<file path="src/rtl/serial_alu_seq.sv">
// Bit-serial sequencer for a 1-bit ALU slice: shifts operands LSB first through
// the slice, recirculates its carry and reassembles a WIDTH-bit result with flags.
module serial_alu_seq #(
   parameter int WIDTH = 32
) (
   input  logic             clk,
   input  logic             rst_n,
   input  logic             start,
   input  logic [3:0]       alu_ctrl,
   input  logic [WIDTH-1:0] src_a,
   input  logic [WIDTH-1:0] src_b,
   output logic             busy,
   output logic             done,
   output logic [WIDTH-1:0] result,
   output logic             zero,
   output logic             overflow,
   output logic             slice_a,
   output logic             slice_b,
   output logic             slice_less,
   output logic             slice_ainvert,
   output logic             slice_binvert,
   output logic             slice_cin,
   output logic [1:0]       slice_op,
   input  logic             slice_result,
   input  logic             slice_cout,
   input  logic             slice_set,
   input  logic             slice_overflow
);

   localparam int CW = $clog2(WIDTH);
   localparam logic [CW-1:0] LAST_BIT = CW'(WIDTH - 1);

   localparam logic [1:0] IDLE = 2'd0;
   localparam logic [1:0] RUN  = 2'd1;
   localparam logic [1:0] FIX  = 2'd2;
   localparam logic [1:0] DONE = 2'd3;

   logic [1:0]       state;
   logic [WIDTH-1:0] a_shift;
   logic [WIDTH-1:0] b_shift;
   logic [CW-1:0]    cnt;
   logic             carry;
   logic [1:0]       op_r;
   logic             ainv_r;
   logic             binv_r;
   logic             slt_r;
   logic             arith_r;
   logic             set_cap;
   logic             ovf_cap;

   logic [1:0] dec_op;
   logic       dec_ainv;
   logic       dec_binv;
   logic       dec_slt;
   logic       dec_arith;

   // Unlisted control codes fall through to the ADD decode.
   always_comb begin
      dec_op    = 2'b10;
      dec_ainv  = 1'b0;
      dec_binv  = 1'b0;
      dec_slt   = 1'b0;
      dec_arith = 1'b0;
      case (alu_ctrl)
         4'b0000: dec_op = 2'b00;
         4'b0001: dec_op = 2'b01;
         4'b0110: begin
            dec_binv  = 1'b1;
            dec_arith = 1'b1;
         end
         4'b0111: begin
            dec_op   = 2'b11;
            dec_binv = 1'b1;
            dec_slt  = 1'b1;
         end
         4'b1100: begin
            dec_op   = 2'b00;
            dec_ainv = 1'b1;
            dec_binv = 1'b1;
         end
         default: dec_arith = 1'b1;
      endcase
   end

   always_ff @(posedge clk or negedge rst_n) begin
      if (!rst_n) begin
         state    <= IDLE;
         a_shift  <= '0;
         b_shift  <= '0;
         cnt      <= '0;
         carry    <= 1'b0;
         op_r     <= 2'b00;
         ainv_r   <= 1'b0;
         binv_r   <= 1'b0;
         slt_r    <= 1'b0;
         arith_r  <= 1'b0;
         set_cap  <= 1'b0;
         ovf_cap  <= 1'b0;
         result   <= '0;
         zero     <= 1'b0;
         overflow <= 1'b0;
         done     <= 1'b0;
      end else begin
         done <= 1'b0;
         case (state)
            IDLE: begin
               if (start) begin
                  a_shift <= src_a;
                  b_shift <= src_b;
                  op_r    <= dec_op;
                  ainv_r  <= dec_ainv;
                  binv_r  <= dec_binv;
                  slt_r   <= dec_slt;
                  arith_r <= dec_arith;
                  carry   <= dec_binv;
                  cnt     <= '0;
                  result  <= '0;
                  state   <= RUN;
               end
            end
            RUN: begin
               result  <= {slice_result, result[WIDTH-1:1]};
               carry   <= slice_cout;
               a_shift <= a_shift >> 1;
               b_shift <= b_shift >> 1;
               cnt     <= cnt + 1'b1;
               if (cnt == LAST_BIT) begin
                  set_cap <= slice_set;
                  ovf_cap <= slice_overflow;
                  state   <= slt_r ? FIX : DONE;
               end
            end
            FIX: begin
               // Sign of the difference corrected for overflow gives signed less-than.
               result[0] <= set_cap ^ ovf_cap;
               state     <= DONE;
            end
            default: begin
               done     <= 1'b1;
               zero     <= (result == '0);
               overflow <= arith_r & ovf_cap;
               state    <= IDLE;
            end
         endcase
      end
   end

   logic run;
   assign run = (state == RUN);

   assign busy          = run || (state == FIX);
   assign slice_a       = run & a_shift[0];
   assign slice_b       = run & b_shift[0];
   assign slice_cin     = run & carry;
   assign slice_ainvert = run & ainv_r;
   assign slice_binvert = run & binv_r;
   assign slice_op      = run ? op_r : 2'b00;
   assign slice_less    = 1'b0;

endmodule
</file>
<file path="config.mk">
export PLATFORM = sky130hd
export DESIGN_NAME = serial_alu_seq
export DESIGN_NICKNAME = d
export VERILOG_FILES = /design/src/rtl/serial_alu_seq.sv
export SDC_FILE = /design/constraint.sdc
export NUM_CORES = 1
export LEC_CHECK = 0
export CAP_MARGIN = 0
export CORE_MARGIN = 2
export CORE_UTILIZATION = 40
export CTS_BUF_LIST = sky130_fd_sc_hd__clkbuf_4 sky130_fd_sc_hd__clkbuf_8 sky130_fd_sc_hd__clkbuf_16
export DETAILED_ROUTE_END_ITERATION = 16
export PLACE_DENSITY = 0.65
export SYNTH_ARGS = -nofsm -noshare
export SYNTH_HDL_FRONTEND = slang
export SYNTH_SLANG_ARGS = --single-unit
</file>
<file path="constraint.sdc">
create_clock -name clk -period 2.55 [get_ports clk]
set_clock_uncertainty 0.1 [all_clocks]
set_input_delay 0.255 -clock clk [delete_from_list [all_inputs] [get_ports clk]]
set_output_delay 0.255 -clock clk [all_outputs]
set_load 0.02 [all_outputs]
</file>
==> results of run 1 <==
[state kept, by name, summed over array words and instances (netlist names)]
signal / count
carry: 1
ainv_r: 1
arith_r: 1
b_shift: 32
binv_r: 1
zero: 1
op_r: 2
cnt: 5
overflow: 1
set_cap: 1
a_shift: 32
state: 2
done: 1
result: 32
slt_r: 1
ovf_cap: 1
[stage by stage]
step	cells	utilization, %	hold WS, ns	setup WS [ns]	cell area (um2)
after CTS	764	56.5	0.296	0.111	7100
after global routing	764	56.5	0.346	0.0130	7100
final	764	56.5	0.285	0.132	7100
after global placement	731	51.6	0.172	0.556	6490
after detailed placement	731	51.6	0.180	0.546	6490
after floorplan	463	-	-0.141	0.758	5120
[metal layers]
| metal | track usage, % | up-vias | share of wire (%) |
|---|---|---|---|
| li1 | - | 1870 | - |
| met1 | 22.9 | 1824 | 48 |
| met2 | 27.7 | 89 | 46 |
| met3 | 4.27 | 11 | 4.5 |
| met4 | 5.73 | 0 | 0.96 |
| met5 | 0 | - | 0 |
[repair_timing]
item / 4_1_cts / 5_1_grt
hold buffers: 1 / 0
setup buffers: 0 / 0
endpoints found under the hold margin: 37 / 0
endpoints found under the setup margin: 0 / 0
[how the worst max path moves through the flow]
stage              from       to  slack [ns]  cells after the start
2_1_floorplan  state[0]    carry        0.76                      6
3_3_place_gp   state[1]  slice_b        0.56                      4
3_5_place_dp   state[1]  slice_b        0.55                      4
4_1_cts        state[1]  slice_b        0.11                      4
5_1_grt        state[1]  slice_b        0.01                      4
6_report       state[1]  slice_b        0.13                      4
[final cells by class]
class	instances	share of cell area, %
clock buffers	19	6.29
well taps	172	3.03
flip-flops and latches	115	40.5
multi-input cells	310	29.3
clock inverters	13	2.22
repair buffers	130	18.4
inverters	5	0.264
[cell families after synthesis]
| logic type | count (synthesis) |
|---|---|
| compound gates | 120 |
| flops | 115 |
| simple gates | 113 |
| mux | 68 |
| buf+inv | 38 |
| fa+ha+maj | 6 |
| xor+xnor | 2 |
| other cells | 1 |
[report_power, final]
part	internal, mW	switching (mW)	total [mW]
Sequential	2.49	0.375	2.87
Clock	1.57	0.825	2.39
Combinational	1.31	1.67	2.98
[cell usage after synthesis]
cell      instances
buf_2            21
nand2_1          76
ha_1              6
a22o_2            2
dfrtp_1         115
xor2_1            1
or4_1             2
nor3_1            2
o21ai_0          76
a21oi_1           3
nand4_1           1
nor2b_1           4
and2b_1           1
buf_4             4
mux2i_4           1
o31ai_1           1
a22o_1           33
and2_1            7
o22ai_1           1
inv_1             5
xnor2_1           1
clkbuf_1          8
or2_2             1
nor2_1            2
nand2b_1          2
mux2i_1          63
a21o_1            1
nor4_1            5
nor4b_2           1
a22oi_1           1
mux2_2            4
conb_1            1
nand3_1           4
a31oi_1           2
nor3b_1           1
nand4b_1          1
nand3b_1          2
and3_1            1
==> reports/metrics.yaml, run 1 <==
outcome: "finished clean"
grt_pass1_wl_um: 18300
cp_top_family: "buffers and inverters"
drt_iter0_drc: 285
synthSimpleGateAreaFrac_pct: 10.2
layout_commonest_cell: "clkdlybuf4s50_1"
routedWlPerCell_um: 14.7
ys_seq_area_share_pct: 56.2
r2r_setup_slack_ns: 0.61
start_util_pct: 40.8
worstPathCellList: "inv_1 > ha_4 > and2_1 > clkdlybuf4s50_1"
core_area_um2: 12600
regArea_um2: 2880
cts_made_buffers: 17
dp_hpwl_um: 7620
place.gp.congestion: 0.735
synth_mux_area_share_pct: 13.6
setup_viol: 0
post_cts_resized: 0
hold_viol: 0
drive_gt1_share_pct: 9.46
max_slew_margin_pct: 63.4
ios: 119
cp-end-kind: "output port"
clock_latency_ns: 0.40
synth_xor_area_share_pct: 0.342
nNetsFinal: 660
num_antenna_cells: 0
final_cell_mix: "116 x clkdlybuf4s50_1, 115 x dfrtp_1, 76 x nand2_1, 76 x o21ai_0, 63 x mux2i_1"
area_growth_syn_to_layout_pct: 38.5
drc_errors: 0
cap_violations: 0
synth_fp_nets: 544
port_buffers: 117
critPathBufInv: 2
clock_path_buffers: 2
p_per_area_nw_per_um2: 1160
dr.pass1.iters: 4
r2r_end: "b_shift[29]"
ctsRootBufferMaster: "clkbuf_16"
die-area_um2: 13700
num_vias: 3794
grt-ovfl-total: 0
ys_types: 38
synth.cell_area_um2: 5120
rsz0062_at_grt: "no"
grt_use_total_pct: 17.2
chipWidth_um: 117
path_clk_slew_ns: 0.05
worstPathMaxFanout: 21
fp.dieH_um: 117
slowest_delay_ns: 0.62
cts_tree: "done"
synth_top_family_by_area: "compound AO/OA/AOI/OAI gates"
power.total_mw: 8.24
required_ns: 2.19
timing.rr.start: "state[0]"
yosys_warnings: 0
htreeDepth: 4
hp-class: "in -> async"
grt_start_max_net_pins: 103
tns_ns: 0
synth_top_cell_by_area: "dfrtp_1"
synth_compound_area_share_pct: 14.6
synth_top_area_share_pct: 56.2
max_slew.worst_pin.slew_ns: 0.549
drv_slew: 0
synth.ff_latch_count: 115
r2r_cells: 5
multi_input_area_um2: 2080
fmax_ghz: 0.414
clock_sinks: 115
ir_drop_v: 0.000713
layout_worst_path_cycle_share_pct: 94.8
detail-route-antenna-nets: 0
grt_pass1_vias: 3781
worstPathArrival_ns: 2.06
vias_per_cell: 4.97
synthAdderAreaFrac_pct: 1.46
rows: 41
start_kind: "register"
antenna_found_initial: 0
wl_um: 11200
yosys-top-cells-area: "dfrtp_1 56%, mux2i_1 12%, o21ai_0 7.4%"
syn_inst: 463
criticalPathCategory: "reg -> out"
period_needed_ns: 2.42
p_leak_nw: 3.11
syn_avg_cell_area_um2: 11.1
fill_cells: 1130
crit_slowest_cell: "clkdlybuf4s50_1"
Power figures use the tool's default switching activity.
==> run 2, diff against run 1 <==
==> constraint.sdc (replaced) <==
create_clock -name clk -period 2.55 [get_ports clk]
set_clock_uncertainty 0.1 [all_clocks]
set_input_delay 0.51 -clock clk [delete_from_list [all_inputs] [get_ports clk]]
set_output_delay 0.51 -clock clk [all_outputs]
set_load 0.02 [all_outputs]
==> run 2 against run 1 <==
Effect of this change:
- core utilization increased by 0.33 points
- maximum frequency grew 1.5%
- final area grew 0.58%
- final cell count unchanged
- combinational power about the same
- sequential power hardly changed
- clock power barely moved
- largest cell class unchanged
- register-to-register slack lost 0.43 ns
- hold slack better by 0.089 ns
==> reports/metrics.yaml, run 2 (synthesis gave the netlist of run 1 again) <==
antenna_found_initial: 0
grt-ovfl-total: 0
drc_errors: 0
rsz0062_at_grt: "no"
criticalPathCategory: "reg -> out"
cap_violations: 0
worstHoldPathCells: 2
fp.dieH_um: 117
htreeDepth: 4
hp-start: "op_r[1]"
final_cell_mix: "115 x dfrtp_1, 108 x clkdlybuf4s50_1, 76 x nand2_1, 76 x o21ai_0, 63 x mux2i_1"
r2r_cells: 7
regArea_um2: 2880
cts_made_buffers: 17
nNetsFinal: 660
hold_viol: 0
cts_tree: "done"
dp_hpwl_um: 7530
area_growth_syn_to_layout_pct: 39.4
critPathBufInv: 3
critPathLaunch: "state[1]"
drv_slew: 0
hp-class: "reg -> reg"
grt_pass1_wl_um: 18400
ios: 119
cp-end-kind: "output port"
max_slew.worst_pin.slew_ns: 0.741
p_leak_nw: 3.24
min_delay_worst_endpoint: "op_r[1]"
max_slew_margin_pct: 50.6
clock_sinks: 115
start_util_pct: 40.8
worstPathMaxFanout: 10
required_ns: 1.94
multi_input_area_um2: 2080
place.gp.congestion: 0.759
largestRegisters: "a_shift x32, b_shift x32, result x32"
start_kind: "register"
outcome: "finished clean"
die-area_um2: 13700
worstPathArrival_ns: 1.77
period_needed_ns: 2.38
r2r_setup_slack_ns: 0.18
holdWs_ns: 0.373
power.total_mw: 8.28
core_area_um2: 12600
clock_latency_ns: 0.40
wl_um: 11300
p_per_area_nw_per_um2: 1160
port_buffers: 117
clock_path_buffers: 2
setup_viol: 0
cp_top_family: "buffers and inverters"
routedWlPerCell_um: 14.8
timing.rr.start: "state[1]"
crit_slowest_cell: "dfrtp_1"
fmax_ghz: 0.420
tns_ns: 0
num_antenna_cells: 0
num_vias: 3768
slowest_delay_ns: 0.39
layout_commonest_cell: "dfrtp_1"
vias_per_cell: 4.93
grt_use_total_pct: 17.3
drt_iter0_drc: 226
fill_cells: 1098
layout_worst_path_cycle_share_pct: 93.5
dr.pass1.iters: 4
ir_drop_v: 0.000559
path_clk_slew_ns: 0.05
detail-route-antenna-nets: 0
ctsRootBufferMaster: "clkbuf_16"
grt_pass1_vias: 3736
chipWidth_um: 117
rows: 41
drive_gt1_share_pct: 9.46
worstPathCellList: "inv_1 > ha_4 > buf_4 > and2_1 > dlygate4sd2_1"
grt_start_max_net_pins: 75
r2r_end: "cnt[0]"
==> run 2: layout make-up <==
class                      instances  area share (%)
timing repair buffer             130            18.7
sequential                       115            40.3
multi-input combinational        310            29.1
inverter                           5           0.263
clock inverter                    12            2.19
tap                              172            3.01
clock buffer                      20            6.45
==> run 2: worst max path at each step <==
| stage | to | cells past startpoint |
|---|---|---|
| final | slice_b | 5 |
| after global routing | cnt[0] | 7 |
| after CTS | busy | 3 |
| after detailed placement | cnt[0] | 6 |
| after global placement | cnt[0] | 6 |
| after floorplan | slice_a | 6 |
==> run 2: routing by layer <==
| layer | global-route usage (%) | part of all wire [%] | up-vias |
|---|---|---|---|
| met1 | 24.6 | 48 | 1803 |
| met4 | 5.65 | 0.58 | 0 |
| li1 | - | - | 1873 |
| met2 | 26.1 | 46 | 88 |
| met3 | 4.38 | 4.6 | 4 |
| met5 | 0 | 0 | - |
==> run 2: where the power goes <==
| part | total, mW | switching, mW | internal (mW) |
|---|---|---|---|
| sequential | 2.87 | 0.374 | 2.49 |
| clock | 2.42 | 0.820 | 1.60 |
| combinational | 2.99 | 1.68 | 1.32 |
==> run 2: timing repair <==
action                                 CTS  global route
hold buffers                             1             0
endpoints found under the hold margin    2             0
setup endpoints to repair                7             7
resized for setup                        1             7
gates cloned                             0             0
setup buffers                            2             0
pin swaps                                0             0
==> run 2: metrics by stage <==
| stage | instance area (um2) | utilization [%] | setup slack (ns) | std cells |
|---|---|---|---|---|
| after floorplan | 5120 | - | 0.527 | 463 |
| after detailed placement | 6480 | 51.6 | 0.219 | 729 |
| after global routing | 7140 | 56.8 | 0.0179 | 764 |
| after global placement | 6480 | 51.6 | 0.270 | 729 |
| after CTS | 7120 | 56.7 | 0.0188 | 764 |
| final | 7140 | 56.8 | 0.167 | 764 |
==> run 2: worst register-to-register path, delay by kind of cell, from the launching register on <==
| kind | cells | cell delay, ns |
|---|---|---|
| AND/OR/NAND/NOR | 1 | 0.30 |
| multiplexers | 1 | 0.19 |
| flip-flops | 1 | 0.39 |
| adder cells (fa/ha/maj) | 1 | 0.21 |
| buffers and inverters | 4 | 1.12 |
==> run 3, diff against run 2 <==
CTS_CLUSTER_SIZE = 40   (was unset)
REMOVE_ABC_BUFFERS = 1   (was unset)
clock period = 2.75 ns   (was 2.55 ns; I/O delays follow)
==> run 3 against run 2 <==
Effect of this change:
- clock power is 7% higher
- final cell count shrank 0.26%
- critical path depth shrank 1
- sequential power decreased by 7.7%
- final area rose by 0.60%
- clock-buffer cell count increased by 4
- global-route usage decreased by 0.16 points
- non-clock buffer count shrank 2
- die area did not move
- critical endpoint is now slice_ainvert
- highest routed layer unchanged
==> reports/metrics.yaml, run 3 (synthesis gave the netlist of run 1 again) <==
final_cell_mix: "116 x clkdlybuf4s50_1, 115 x dfrtp_1, 76 x nand2_1, 76 x o21ai_0, 63 x mux2i_1"
hp-class: "reg -> reg"
grt-ovfl-total: 0
drive_gt1_share_pct: 9.15
p_leak_nw: 3.16
cp-end-kind: "output port"
clock_latency_ns: 0.40
layout_worst_path_cycle_share_pct: 96.3
grt_start_max_net_pins: 87
clock_sinks: 115
nNetsFinal: 658
fp.dieH_um: 117
drc_errors: 0
area_growth_syn_to_layout_pct: 40.2
grt_pass1_wl_um: 18200
criticalPathCategory: "reg -> out"
fmax_ghz: 0.378
port_buffers: 117
num_antenna_cells: 0
post_cts_buffers: 0
p_per_area_nw_per_um2: 1110
hold_viol: 0
ios: 119
rsz0062_at_grt: "no"
path_clk_slew_ns: 0.05
grt_use_total_pct: 17.1
dr.pass1.iters: 4
worstPathMaxFanout: 16
max_slew.worst_pin.slew_ns: 0.514
postCtsHoldBufs: 1
max_slew_margin_pct: 65.7
layout_commonest_cell: "clkdlybuf4s50_1"
drv_slew: 0
start_kind: "register"
num_vias: 3796
power.total_mw: 7.98
outcome: "finished clean"
placedInstanceArea_um2: 6470
post-place-ws_ns: 0.502
required_ns: 2.10
cts_made_buffers: 17
setup_viol: 0
core_area_um2: 12600
vias_per_cell: 4.98
ir_drop_v: 0.000664
wl_um: 11100
grt_pass1_vias: 3742
detail-route-antenna-nets: 0
dp_hpwl_um: 7440
start_util_pct: 40.8
htreeDepth: 4
post_cts_resized: 0
die-area_um2: 13700
rows: 41
drt_iter0_drc: 198
holdWs_ns: 0.368
tns_ns: 0
clock_path_buffers: 2
routedWlPerCell_um: 14.6
worstPathArrival_ns: 2.00
largestRegisters: "a_shift x32, b_shift x32, result x32"
place.gp.congestion: 0.730
cap_violations: 0
antenna_found_initial: 0
chipWidth_um: 117
ctsRootBufferMaster: "clkbuf_16"
fill_cells: 1095
fin_area_um2: 7180
period_needed_ns: 2.65
cts_tree: "done"
fin_ws_ns: 0.101
==> run 3: metrics by stage <==
step | instances | utilization (%)
floorplan | 430 | -
global placement | 729 | 51.5
detailed placement | 729 | 51.5
CTS | 762 | 57.2
global route | 762 | 57.2
finish | 762 | 57.2
==> run 3: report_power, final <==
group / internal [mW] / leakage [nW] / total [mW] / switching, mW
Combinational: 1.20 / 1.33 / 2.75 / 1.55
Sequential: 2.31 / 1.49 / 2.65 / 0.336
Clock: 1.84 / 0.347 / 2.58 / 0.741
Total: 5.36 / 3.16 / 7.98 / 2.63
==> run 3: worst paths after layout <==
kind | startpoint | endpoint | slack, ns | cells after the start
min in group asynchronous | rst_n | a_shift[2] | 0.50 | 2
worst max-delay path | state[1] | slice_ainvert | 0.10 | 4
worst min register to register | slt_r | slt_r | 0.37 | 2
worst max register to register | state[1] | result[10] | 0.55 | 6
max in group asynchronous | rst_n | ovf_cap | 1.27 | 3
worst min-delay path | slt_r | slt_r | 0.37 | 2
==> run 3: layer usage <==
metal  track usage (%)  part of all wire (%)  vias up
met5                 0                     0        -
met4              5.73                   1.2        0
met3              4.79                   5.2       11
met2              26.5                    45       82
met1              23.4                    48     1830
li1                  -                     -     1873
==> run 3: critical path, cell delays in order, from the launching register on <==
cell and delay (ns):
dfrtp_1 0.39, inv_1 0.13, ha_4 0.30, and2_1 0.17, clkdlybuf4s50_1 0.60
==> run 3: layout make-up <==
| type | count | area [um2] | area share [%] |
|---|---|---|---|
| inverter | 5 | 18.8 | 0.261 |
| tap | 172 | 215 | 3.00 |
| timing repair buffer | 128 | 1290 | 18.0 |
| sequential | 115 | 2880 | 40.1 |
| clock buffer | 24 | 509 | 7.09 |
| clock inverter | 8 | 194 | 2.70 |
| multi-input combinational | 310 | 2080 | 28.9 |
